<file path="config.mk">
export PLATFORM = sky130hd
export DESIGN_NAME = jedro_1_alu_md
export DESIGN_NICKNAME = d
export VERILOG_FILES = /design/src/rtl/jedro_1_alu_md.sv
export SDC_FILE = /design/constraint.sdc
export NUM_CORES = 1
export LEC_CHECK = 0
export BUFFER_PORTS_ARGS = -buffer_cell sky130_fd_sc_hd__buf_2
export CAP_MARGIN = 15
export CORE_ASPECT_RATIO = 1.75
export CORE_UTILIZATION = 58
export DETAILED_ROUTE_END_ITERATION = 16
export PLACE_DENSITY_LB_ADDON = 0.08
export SYNTH_ARGS = -nofsm -noshare
export SYNTH_HDL_FRONTEND = slang
export SYNTH_SLANG_ARGS = --single-unit
</file>
<file path="constraint.sdc">
create_clock -name clk_i -period 4.51 [get_ports clk_i]
set_input_delay 1.353 -clock clk_i [delete_from_list [all_inputs] [get_ports clk_i]]
set_output_delay 1.353 -clock clk_i [all_outputs]
set_load 0.03 [all_outputs]
</file>
<file path="src/rtl/jedro_1_alu_md.sv">
// jedro_1_alu_md: single-cycle integer ALU with a multi-cycle restoring divider.
// Requests use a valid/ready handshake. Results are held in output registers
// until the consumer accepts them. Divide by zero and signed MIN / -1 finish
// in one cycle; every other divide steps one quotient bit per cycle.
module jedro_1_alu_md #(
    parameter int DATA_WIDTH     = 32,
    parameter int REG_ADDR_WIDTH = 5
) (
    input  logic                      clk_i,
    input  logic                      rstn_i,
    input  logic                      valid_i,
    output logic                      ready_o,
    input  logic [4:0]                sel_i,
    input  logic [DATA_WIDTH-1:0]     op_a_i,
    input  logic [DATA_WIDTH-1:0]     op_b_i,
    input  logic [REG_ADDR_WIDTH-1:0] dest_addr_i,
    input  logic                      wb_i,
    output logic                      valid_o,
    input  logic                      out_ready_i,
    output logic [DATA_WIDTH-1:0]     res_o,
    output logic                      ops_eq_o,
    output logic                      overflow_o,
    output logic [REG_ADDR_WIDTH-1:0] dest_addr_o,
    output logic                      wb_o
);

    localparam int SHW = $clog2(DATA_WIDTH);
    localparam int MSB = DATA_WIDTH - 1;
    localparam logic [SHW-1:0]        CNT_LAST = SHW'(DATA_WIDTH - 1);
    localparam logic [DATA_WIDTH-1:0] ZERO_W   = {DATA_WIDTH{1'b0}};
    localparam logic [DATA_WIDTH-1:0] ONES_W   = {DATA_WIDTH{1'b1}};
    localparam logic [DATA_WIDTH-1:0] MIN_W    = {1'b1, {(DATA_WIDTH-1){1'b0}}};

    localparam logic [4:0] OP_ADD  = 5'h00;
    localparam logic [4:0] OP_SLL  = 5'h01;
    localparam logic [4:0] OP_SLT  = 5'h02;
    localparam logic [4:0] OP_SLTU = 5'h03;
    localparam logic [4:0] OP_XOR  = 5'h04;
    localparam logic [4:0] OP_SRL  = 5'h05;
    localparam logic [4:0] OP_OR   = 5'h06;
    localparam logic [4:0] OP_AND  = 5'h07;
    localparam logic [4:0] OP_SUB  = 5'h08;
    localparam logic [4:0] OP_SRA  = 5'h0D;

    typedef enum logic [1:0] {
        ST_IDLE = 2'b00,
        ST_DIV  = 2'b01,
        ST_HOLD = 2'b10
    } state_e;

    state_e state_r, state_nxt_s;

    logic                      ready_s, accept_s;
    logic                      is_div_s, div_signed_s, div_rem_s;
    logic                      b_zero_s, fast_div_s;
    logic [SHW-1:0]            shamt_s;
    logic [DATA_WIDTH-1:0]     sum_s, diff_s;
    logic [DATA_WIDTH-1:0]     alu_res_s, fast_res_s, accept_res_s;
    logic                      alu_ovf_s;
    logic [DATA_WIDTH-1:0]     a_mag_s, b_mag_s;

    // Divider state: dividend/quotient shifter, partial remainder, divisor, step count.
    logic [DATA_WIDTH-1:0]     dvd_r, rem_r, dvs_r;
    logic [SHW-1:0]            cnt_r;
    logic                      neg_q_r, neg_rem_r, rem_sel_r;
    logic [DATA_WIDTH:0]       shift_s, trial_s;
    logic                      take_s;
    logic [DATA_WIDTH-1:0]     rem_nxt_s, q_nxt_s, div_res_s;

    // Output registers.
    logic [DATA_WIDTH-1:0]     res_r;
    logic                      ops_eq_r, ovf_r, wb_r;
    logic [REG_ADDR_WIDTH-1:0] dest_r;

    // Ready depends on state and out_ready_i only, never on valid_i.
    assign ready_s  = (state_r == ST_IDLE) || ((state_r == ST_HOLD) && out_ready_i);
    assign accept_s = valid_i && ready_s;

    // Divide codes are 10h..13h: bit0 selects unsigned, bit1 selects remainder.
    assign is_div_s     = sel_i[4] && (sel_i[3:2] == 2'b00);
    assign div_signed_s = ~sel_i[0];
    assign div_rem_s    = sel_i[1];
    assign b_zero_s     = (op_b_i == ZERO_W);
    assign fast_div_s   = b_zero_s || (div_signed_s && (op_a_i == MIN_W) && (op_b_i == ONES_W));

    assign shamt_s = op_b_i[SHW-1:0];
    assign sum_s   = op_a_i + op_b_i;
    assign diff_s  = op_a_i - op_b_i;

    // Single-cycle ALU result and signed overflow for ADD/SUB.
    always_comb begin
        alu_res_s = ZERO_W;
        alu_ovf_s = 1'b0;
        case (sel_i)
            OP_ADD: begin
                alu_res_s = sum_s;
                alu_ovf_s = (op_a_i[MSB] == op_b_i[MSB]) && (sum_s[MSB] != op_a_i[MSB]);
            end
            OP_SUB: begin
                alu_res_s = diff_s;
                alu_ovf_s = (op_a_i[MSB] != op_b_i[MSB]) && (diff_s[MSB] != op_a_i[MSB]);
            end
            OP_SLL:  alu_res_s = op_a_i << shamt_s;
            OP_SLT:  alu_res_s = {{(DATA_WIDTH-1){1'b0}}, ($signed(op_a_i) < $signed(op_b_i))};
            OP_SLTU: alu_res_s = {{(DATA_WIDTH-1){1'b0}}, (op_a_i < op_b_i)};
            OP_XOR:  alu_res_s = op_a_i ^ op_b_i;
            OP_SRL:  alu_res_s = op_a_i >> shamt_s;
            OP_SRA:  alu_res_s = $unsigned($signed(op_a_i) >>> shamt_s);
            OP_OR:   alu_res_s = op_a_i | op_b_i;
            OP_AND:  alu_res_s = op_a_i & op_b_i;
            default: alu_res_s = ZERO_W;
        endcase
    end

    // Fast-path divide results and the value loaded into res_r on accept.
    always_comb begin
        fast_res_s = ZERO_W;
        if (b_zero_s) begin
            fast_res_s = div_rem_s ? op_a_i : ONES_W;
        end else begin
            fast_res_s = div_rem_s ? ZERO_W : MIN_W;
        end
        if (!is_div_s) begin
            accept_res_s = alu_res_s;
        end else if (fast_div_s) begin
            accept_res_s = fast_res_s;
        end else begin
            accept_res_s = ZERO_W;
        end
    end

    // Operand magnitudes; two's-complement negation of MIN yields MIN, the correct unsigned magnitude.
    assign a_mag_s = (div_signed_s && op_a_i[MSB]) ? (ZERO_W - op_a_i) : op_a_i;
    assign b_mag_s = (div_signed_s && op_b_i[MSB]) ? (ZERO_W - op_b_i) : op_b_i;

    // One restoring step: shift in the next dividend bit, subtract if it fits.
    always_comb begin
        shift_s   = {rem_r, dvd_r[MSB]};
        trial_s   = shift_s - {1'b0, dvs_r};
        take_s    = ~trial_s[DATA_WIDTH];
        rem_nxt_s = take_s ? trial_s[DATA_WIDTH-1:0] : shift_s[DATA_WIDTH-1:0];
        q_nxt_s   = {dvd_r[DATA_WIDTH-2:0], take_s};
        if (rem_sel_r) begin
            div_res_s = neg_rem_r ? (ZERO_W - rem_nxt_s) : rem_nxt_s;
        end else begin
            div_res_s = neg_q_r ? (ZERO_W - q_nxt_s) : q_nxt_s;
        end
    end

    // State register.
    always_ff @(posedge clk_i or negedge rstn_i) begin
        if (!rstn_i) begin
            state_r <= ST_IDLE;
        end else begin
            state_r <= state_nxt_s;
        end
    end

    // Next-state logic.
    always_comb begin
        state_nxt_s = state_r;
        case (state_r)
            ST_IDLE, ST_HOLD: begin
                if (accept_s) begin
                    state_nxt_s = (is_div_s && !fast_div_s) ? ST_DIV : ST_HOLD;
                end else if ((state_r == ST_HOLD) && !out_ready_i) begin
                    state_nxt_s = ST_HOLD;
                end else begin
                    state_nxt_s = ST_IDLE;
                end
            end
            ST_DIV: begin
                if (cnt_r == CNT_LAST) begin
                    state_nxt_s = ST_HOLD;
                end else begin
                    state_nxt_s = ST_DIV;
                end
            end
            default: state_nxt_s = ST_IDLE;
        endcase
    end

    // Divider datapath: load magnitudes and signs on accept, then iterate while in DIV.
    always_ff @(posedge clk_i or negedge rstn_i) begin
        if (!rstn_i) begin
            dvd_r     <= ZERO_W;
            rem_r     <= ZERO_W;
            dvs_r     <= ZERO_W;
            cnt_r     <= {SHW{1'b0}};
            neg_q_r   <= 1'b0;
            neg_rem_r <= 1'b0;
            rem_sel_r <= 1'b0;
        end else if (accept_s && is_div_s) begin
            dvd_r     <= a_mag_s;
            rem_r     <= ZERO_W;
            dvs_r     <= b_mag_s;
            cnt_r     <= {SHW{1'b0}};
            neg_q_r   <= div_signed_s && (op_a_i[MSB] != op_b_i[MSB]);
            neg_rem_r <= div_signed_s && op_a_i[MSB];
            rem_sel_r <= div_rem_s;
        end else if (state_r == ST_DIV) begin
            dvd_r     <= q_nxt_s;
            rem_r     <= rem_nxt_s;
            cnt_r     <= cnt_r + SHW'(1);
        end
    end

    // Output registers: captured on accept, result overwritten on the last divide step.
    always_ff @(posedge clk_i or negedge rstn_i) begin
        if (!rstn_i) begin
            res_r    <= ZERO_W;
            ops_eq_r <= 1'b0;
            ovf_r    <= 1'b0;
            dest_r   <= {REG_ADDR_WIDTH{1'b0}};
            wb_r     <= 1'b0;
        end else if (accept_s) begin
            res_r    <= accept_res_s;
            ops_eq_r <= (op_a_i == op_b_i);
            ovf_r    <= alu_ovf_s;
            dest_r   <= dest_addr_i;
            wb_r     <= wb_i;
        end else if ((state_r == ST_DIV) && (cnt_r == CNT_LAST)) begin
            res_r    <= div_res_s;
        end
    end

    assign ready_o     = ready_s;
    assign valid_o     = (state_r == ST_HOLD);
    assign res_o       = res_r;
    assign ops_eq_o    = ops_eq_r;
    assign overflow_o  = ovf_r;
    assign dest_addr_o = dest_r;
    assign wb_o        = wb_r;

endmodule

</file>
==> results of run 1 <==
metal layers:
metal | overflow | GRT usage
met1 | 3 | 0.754
met2 | 183 | 0.920
met3 | 0 | 0.541
met4 | 136 | 0.741
met5 | 0 | 0.149
logic make-up after synthesis:
family | Yosys count | share of synthesized area
AOI/OAI and AO/OA | 949 | 0.306
and+or+nand+nor | 826 | 0.191
buffers and inverters | 358 | 0.0673
xor gates and xnor gates | 153 | 0.0665
DFF | 146 | 0.181
adders and majority gates | 139 | 0.0874
muxes | 131 | 0.0998
what timing repair did:
item / in CTS
pin swaps: 1
gates resized for setup: 2
endpoints found under the setup margin: 1
buffers inserted: 1
cloned: 0
per-stage QoR:
step	setup WS (ns)	hold slack (ns)	std cells
floorplan	-0.0317	0.450	2702
CTS	0.0561	0.482	3478
detailed placement	-0.235	0.465	3445
global placement	-0.185	0.454	3445
cell usage after synthesis, drive strengths merged (28+ instances only):
cell type  number  area (µm²)
a21oi         190         955
ha            136        1700
buf            30         125
a31oi          33         206
mux4           55        1240
mux2i          67         671
nand2         246         923
a22oi          44         330
nor2          238         901
clkbuf        181         679
dfrtp         146        3650
or3            32         215
a211oi         36         270
o31ai          46         350
a221oi         31         284
xor2           35         307
xnor2         118        1030
o21ai         298        1500
inv           144         541
nand4          35         219
a21o           28         210
nor3           65         325
nand3          81         405
==> flow_summary.rst, run 1 <==
.. list-table::
   :header-rows: 1

   * - Metric
     - Value
   * - Outcome
     - aborted with a tool error
   * - Failing step
     - global routing
   * - Tool Error
     - [ERROR GRT-0116] Global routing finished with congestion. Check the congestion regions in the DRC Viewer.
   * - Largest net degree at the start of global routing
     - ~100
   * - Per-instance average area after synthesis
     - approximately 7.5 µm²
   * - Number of port buffers
     - 120
   * - Global-route wire length before repair
     - approximately 200000 µm
   * - Net count of the mapped netlist
     - roughly 2900
   * - Predominant post-synthesis flop cell
     - dfrtp_1
   * - Share of async-settable or async-resettable flops after synthesis
     - 1.00
   * - Master cell of the clock root buffer
     - clkbuf_16
   * - Clock buffer count from CTS
     - 17
   * - Number of global-route vias before repair
     - around 28000
   * - Distinct cell type count after synthesis
     - slightly above 80
   * - Hold Buf Count CTS
     - 0
   * - HPWL after detailed placement
     - 83300 µm
   * - Syn Inst Count
     - 2702
   * - Count of H-tree levels built during CTS
     - 4
   * - Flops & latches, synth
     - around 150
   * - Gr usage total
     - 0.738
   * - Number of sinks driven by the clock tree
     - roughly 150
   * - Number of buffers on the longest clock path
     - 2
   * - Warning count from the yosys run
     - 0
   * - Initial Util
     - 0.587
   * - Sequential fraction of the synthesis area
     - 0.181
   * - Total congestion overflow after global routing
     - about 320
   * - Chip Width
     - 143 µm
   * - I/O pin cnt
     - between 100 and 150
   * - Number of synthesized flops with an enable pin
     - 0
   * - Final estimated routing congestion in global placement
     - around 1.2
   * - Cell Area, Synth
     - 20200 µm²
   * - Standard-cell rows
     - 90
   * - Die height
     - between 200 and 250 µm
   * - Placed cell area
     - around 24000 µm²
==> run 2: changes to the inputs <==
--- a/config.mk
+++ b/config.mk
@@ -7,10 +7,9 @@
 export LEC_CHECK = 0
 export BUFFER_PORTS_ARGS = -buffer_cell sky130_fd_sc_hd__buf_2
 export CAP_MARGIN = 15
-export CORE_ASPECT_RATIO = 1.75
-export CORE_UTILIZATION = 58
+export CORE_UTILIZATION = 40
 export DETAILED_ROUTE_END_ITERATION = 16
-export PLACE_DENSITY_LB_ADDON = 0.08
+export PLACE_DENSITY_LB_ADDON = 0.15
 export SYNTH_ARGS = -nofsm -noshare
 export SYNTH_HDL_FRONTEND = slang
 export SYNTH_SLANG_ARGS = --single-unit
==> constraint.sdc (replaced) <==
create_clock -name clk_i -period 5.9 [get_ports clk_i]
set_input_delay 1.77 -clock clk_i [delete_from_list [all_inputs] [get_ports clk_i]]
set_output_delay 1.77 -clock clk_i [all_outputs]
set_load 0.03 [all_outputs]
==> run 2 against run 1 <==
Net effect:
- the flow now finishes without violations
- synthesized area unchanged
- synthesized cell count unchanged
==> flow_summary.rst, run 2 <==
.. list-table::
   :header-rows: 1

   * - Metric
     - Value
   * - Final clock skew
     - between 0.015 and 0.02 ns
   * - HPWL after detailed placement
     - 82000 µm (-1.6%)
   * - First-pass iteration count of the detailed router
     - 7
   * - Number of port buffers
     - 120 (unchanged)
   * - Gr usage total
     - 0.406
   * - Post-layout nets
     - between 2000 and 3000
   * - Routed Antenna Nets
     - 0
   * - Endpoint type of the worst setup path
     - flip-flop
   * - Minimum period implied by the final worst setup slack
     - approximately 5.5 ns
   * - Critical-path maximum fanout
     - 14
   * - Power Density
     - 409 nW/µm²
   * - Sequential fraction of the synthesis area
     - 0.181 (unchanged)
   * - Leakage power of the design
     - 0.00942 µW
   * - Hold Path Class
     - flip-flop to flip-flop
   * - Total congestion overflow after global routing
     - 0
   * - Number of synthesized flops with an enable pin
     - 0 (unchanged)
   * - Routed wirelength normalized by instance count
     - between 30 and 40 µm
   * - Number of sinks driven by the clock tree
     - 146 (unchanged)
   * - Worst slack after detailed placement
     - 0.0701 ns (+0.305 ns)
   * - Arrival time reported for the critical path endpoint
     - a little under 6 ns
   * - Final hold viol count
     - 0
   * - Outcome
     - finished clean
   * - Commonest cells in the synthesized netlist
     - o21ai_0 (297), nand2_1 (246), nor2_1 (237), a21oi_1 (189), clkbuf_1 (181)
   * - Transition at the pin with the smallest max-transition slack
     - roughly 1.1 ns
   * - Critical Path Start Type
     - input port
   * - I/O pin cnt
     - 121 (unchanged)
   * - Master cell of the clock root buffer
     - clkbuf_16
   * - DRC viols
     - 0
   * - Hold Buf Count CTS
     - 0 (unchanged)
   * - IR drop worst, VDD
     - approximately 0.25 mV
   * - Core Area
     - just under 50000 µm²
   * - Iter 0 DRT Violations
     - 3417
   * - Final worst-path cycle share
     - 0.934
   * - Area added between synthesis and finish
     - 11.4%
   * - Most frequent cell after synthesis
     - o21ai_0
   * - Warning count from the yosys run
     - 0 (unchanged)
   * - Final-layout fill cell count
     - between 5000 and 6000
   * - Largest net degree at the start of global routing
     - 80
   * - Antenna violations before repair
     - 2
   * - Standard-cell rows
     - 81 (-10%)
   * - Number of buffers on the longest clock path
     - 2 (unchanged)
   * - Achievable frequency
     - around 180 MHz
   * - Number of global-route vias before repair
     - 21500
   * - Initial Util
     - 0.408 (-0.178)
   * - Per-instance average area after synthesis
     - 7.46 µm² (unchanged)
   * - Proportion of netlist area held by the largest area contributor
     - 0.181 (unchanged)
   * - RSZ-0062 raised after global routing
     - no
   * - Area of the multi-input gates
     - about 15000 µm²
   * - DR vias/cell
     - about 6.8
   * - Distinct cell type count after synthesis
     - 82 (unchanged)
   * - Chip Width
     - 226 µm (+58%)
   * - CTS tree
     - built
   * - Diode insertion count for antenna repair
     - 0
   * - Final estimated routing congestion in global placement
     - 1.07 (-15%)
   * - Post-CTS resize count
     - 0 (-2)
   * - Predominant post-synthesis flop cell
     - dfrtp_1
   * - Final Setup Violations
     - 0
   * - Syn Inst Count
     - 2702 (unchanged)
   * - Max-cap check violation count
     - 0
   * - Cell types with the largest area share after synthesis
     - dfrtp_1 (18%), ha_1 (8.4%), o21ai_0 (7.4%)
   * - Overall via count from detail_route
     - roughly 23000
   * - Area used by sequential logic in the layout
     - around 3700 µm²
   * - Max-slew violation count
     - 0
   * - Floorplan die area
     - approximately 50000 µm²
   * - Final sum of negative setup slack
     - 0 ns
   * - Share of layout cells above drive strength 1
     - 0.141
   * - Top library cells by usage in the layout, fill and taps aside
     - o21ai_0 (297), nand2_1 (245), nor2_1 (233)
   * - Count of H-tree levels built during CTS
     - 4 (unchanged)
   * - Worst setup path class
     - input port to flip-flop
   * - Data required time of the worst path
     - ~6.2 ns
   * - Share of async-settable or async-resettable flops after synthesis
     - 1.00 (unchanged)
   * - Post-CTS Setup Inserts
     - 0 (-1)
   * - Flops & latches, synth
     - 146 (unchanged)
   * - CTS clock-pin slew for the worst setup and hold paths
     - around 0.070 ns
   * - Cell accounting for the most synthesized area
     - dfrtp_1
   * - Clock buffer count from CTS
     - 17 (unchanged)
   * - Worst rel slew slack
     - 0.266
   * - Global-route wire length before repair
     - 151000 µm
   * - Cell Area, Synth
     - 20200 µm² (unchanged)
   * - Clock latency at the later pin of the worst-skew pair
     - ~0.46 ns
   * - Total Routed Length
     - approximately 110000 µm
   * - Die height
     - 226 µm (-8.9%)
   * - Least setup slack across all paths after layout
     - between 0.3 and 0.4 ns
   * - Most common cell after layout, fill and taps aside
     - o21ai_0
   * - Net count of the mapped netlist
     - 2920 (unchanged)
run 2: cell counts after synthesis:
Identical to the previous run, type by type.
run 2: stage by stage:
stage | hold slack, ns | cell area (µm²) | total power (µW) | std cells | util
2_1_floorplan | 0.450 | 20200 | 5920 | 2702 | -
3_3_place_gp | 0.453 | 21900 | 7850 | 3404 | 0.443
3_5_place_dp | 0.463 | 21900 | 7900 | 3404 | 0.443
4_1_cts | 0.481 | 22400 | 9010 | 3436 | 0.454
5_1_grt | 0.507 | 22500 | 9700 | 3438 | 0.455
6_report | 0.482 | 22500 | 9180 | 3438 | 0.455
run 2: critical path, cell delays in order:
cell and delay [ns]:
buf_2 0.33, inv_1 0.14, ha_1 0.45, nor4_1 0.56, nand4_1 0.27, a21oi_1 0.31, a2111oi_1 0.14, o221ai_1 0.35
a21boi_0 0.24, a211o_1 0.37, and3_1 0.20, mux2_2 0.26, o31ai_1 0.29, nand4_1 0.14
run 2: per-layer routing:
layer  track usage  vias to the layer above  part of all wire
li1              -                    10100                 -
met1         0.548                    11400              0.41
met2         0.602                     1532              0.42
met3        0.0828                      324             0.099
met4         0.227                        2             0.066
met5             0                        -          0.000095
run 2: logic make-up after synthesis:
group           count (synthesis)  synth area share
mux                           131            0.0998
buf+inv                       358            0.0673
simple gates                  826             0.191
fa+ha+maj                     139            0.0874
flops                         146             0.181
xor+xnor                      153            0.0665
compound gates                949             0.306
run 2: worst paths after layout:
path	start	endpoint	slack, ns	cells after the start
setup / recovery	op_a_i[12]	res_o[31]	0.39	14
hold / removal	dvs_r[30]	dvs_r[30]	0.48	2
setup reg to reg	dvs_r[11]	res_o[30]	0.57	19
hold reg to reg	dvs_r[30]	dvs_r[30]	0.48	2
max in group asynchronous	rstn_i	dest_addr_o[4]	3.66	2
min in group asynchronous	rstn_i	dvs_r[4]	1.31	1
run 2: area by class of cell:
type / instances / share of cell area
Tap cell: 664 / 0.0370
Sequential cell: 146 / 0.163
Multi-Input combinational cell: 2198 / 0.676
Clock inverter: 13 / 0.00496
Timing Repair Buffer: 251 / 0.0742
Inverter: 147 / 0.0246
Clock buffer: 19 / 0.0202
run 2: report_power, final:
group          total (µW)  internal [µW]  switching, µW
sequential           1680           1310            368
clock                1080            574            510
combinational        6420           2290           4130
total                9180           4170           5010
No activity file was read; power rests on OpenSTA's default activity.
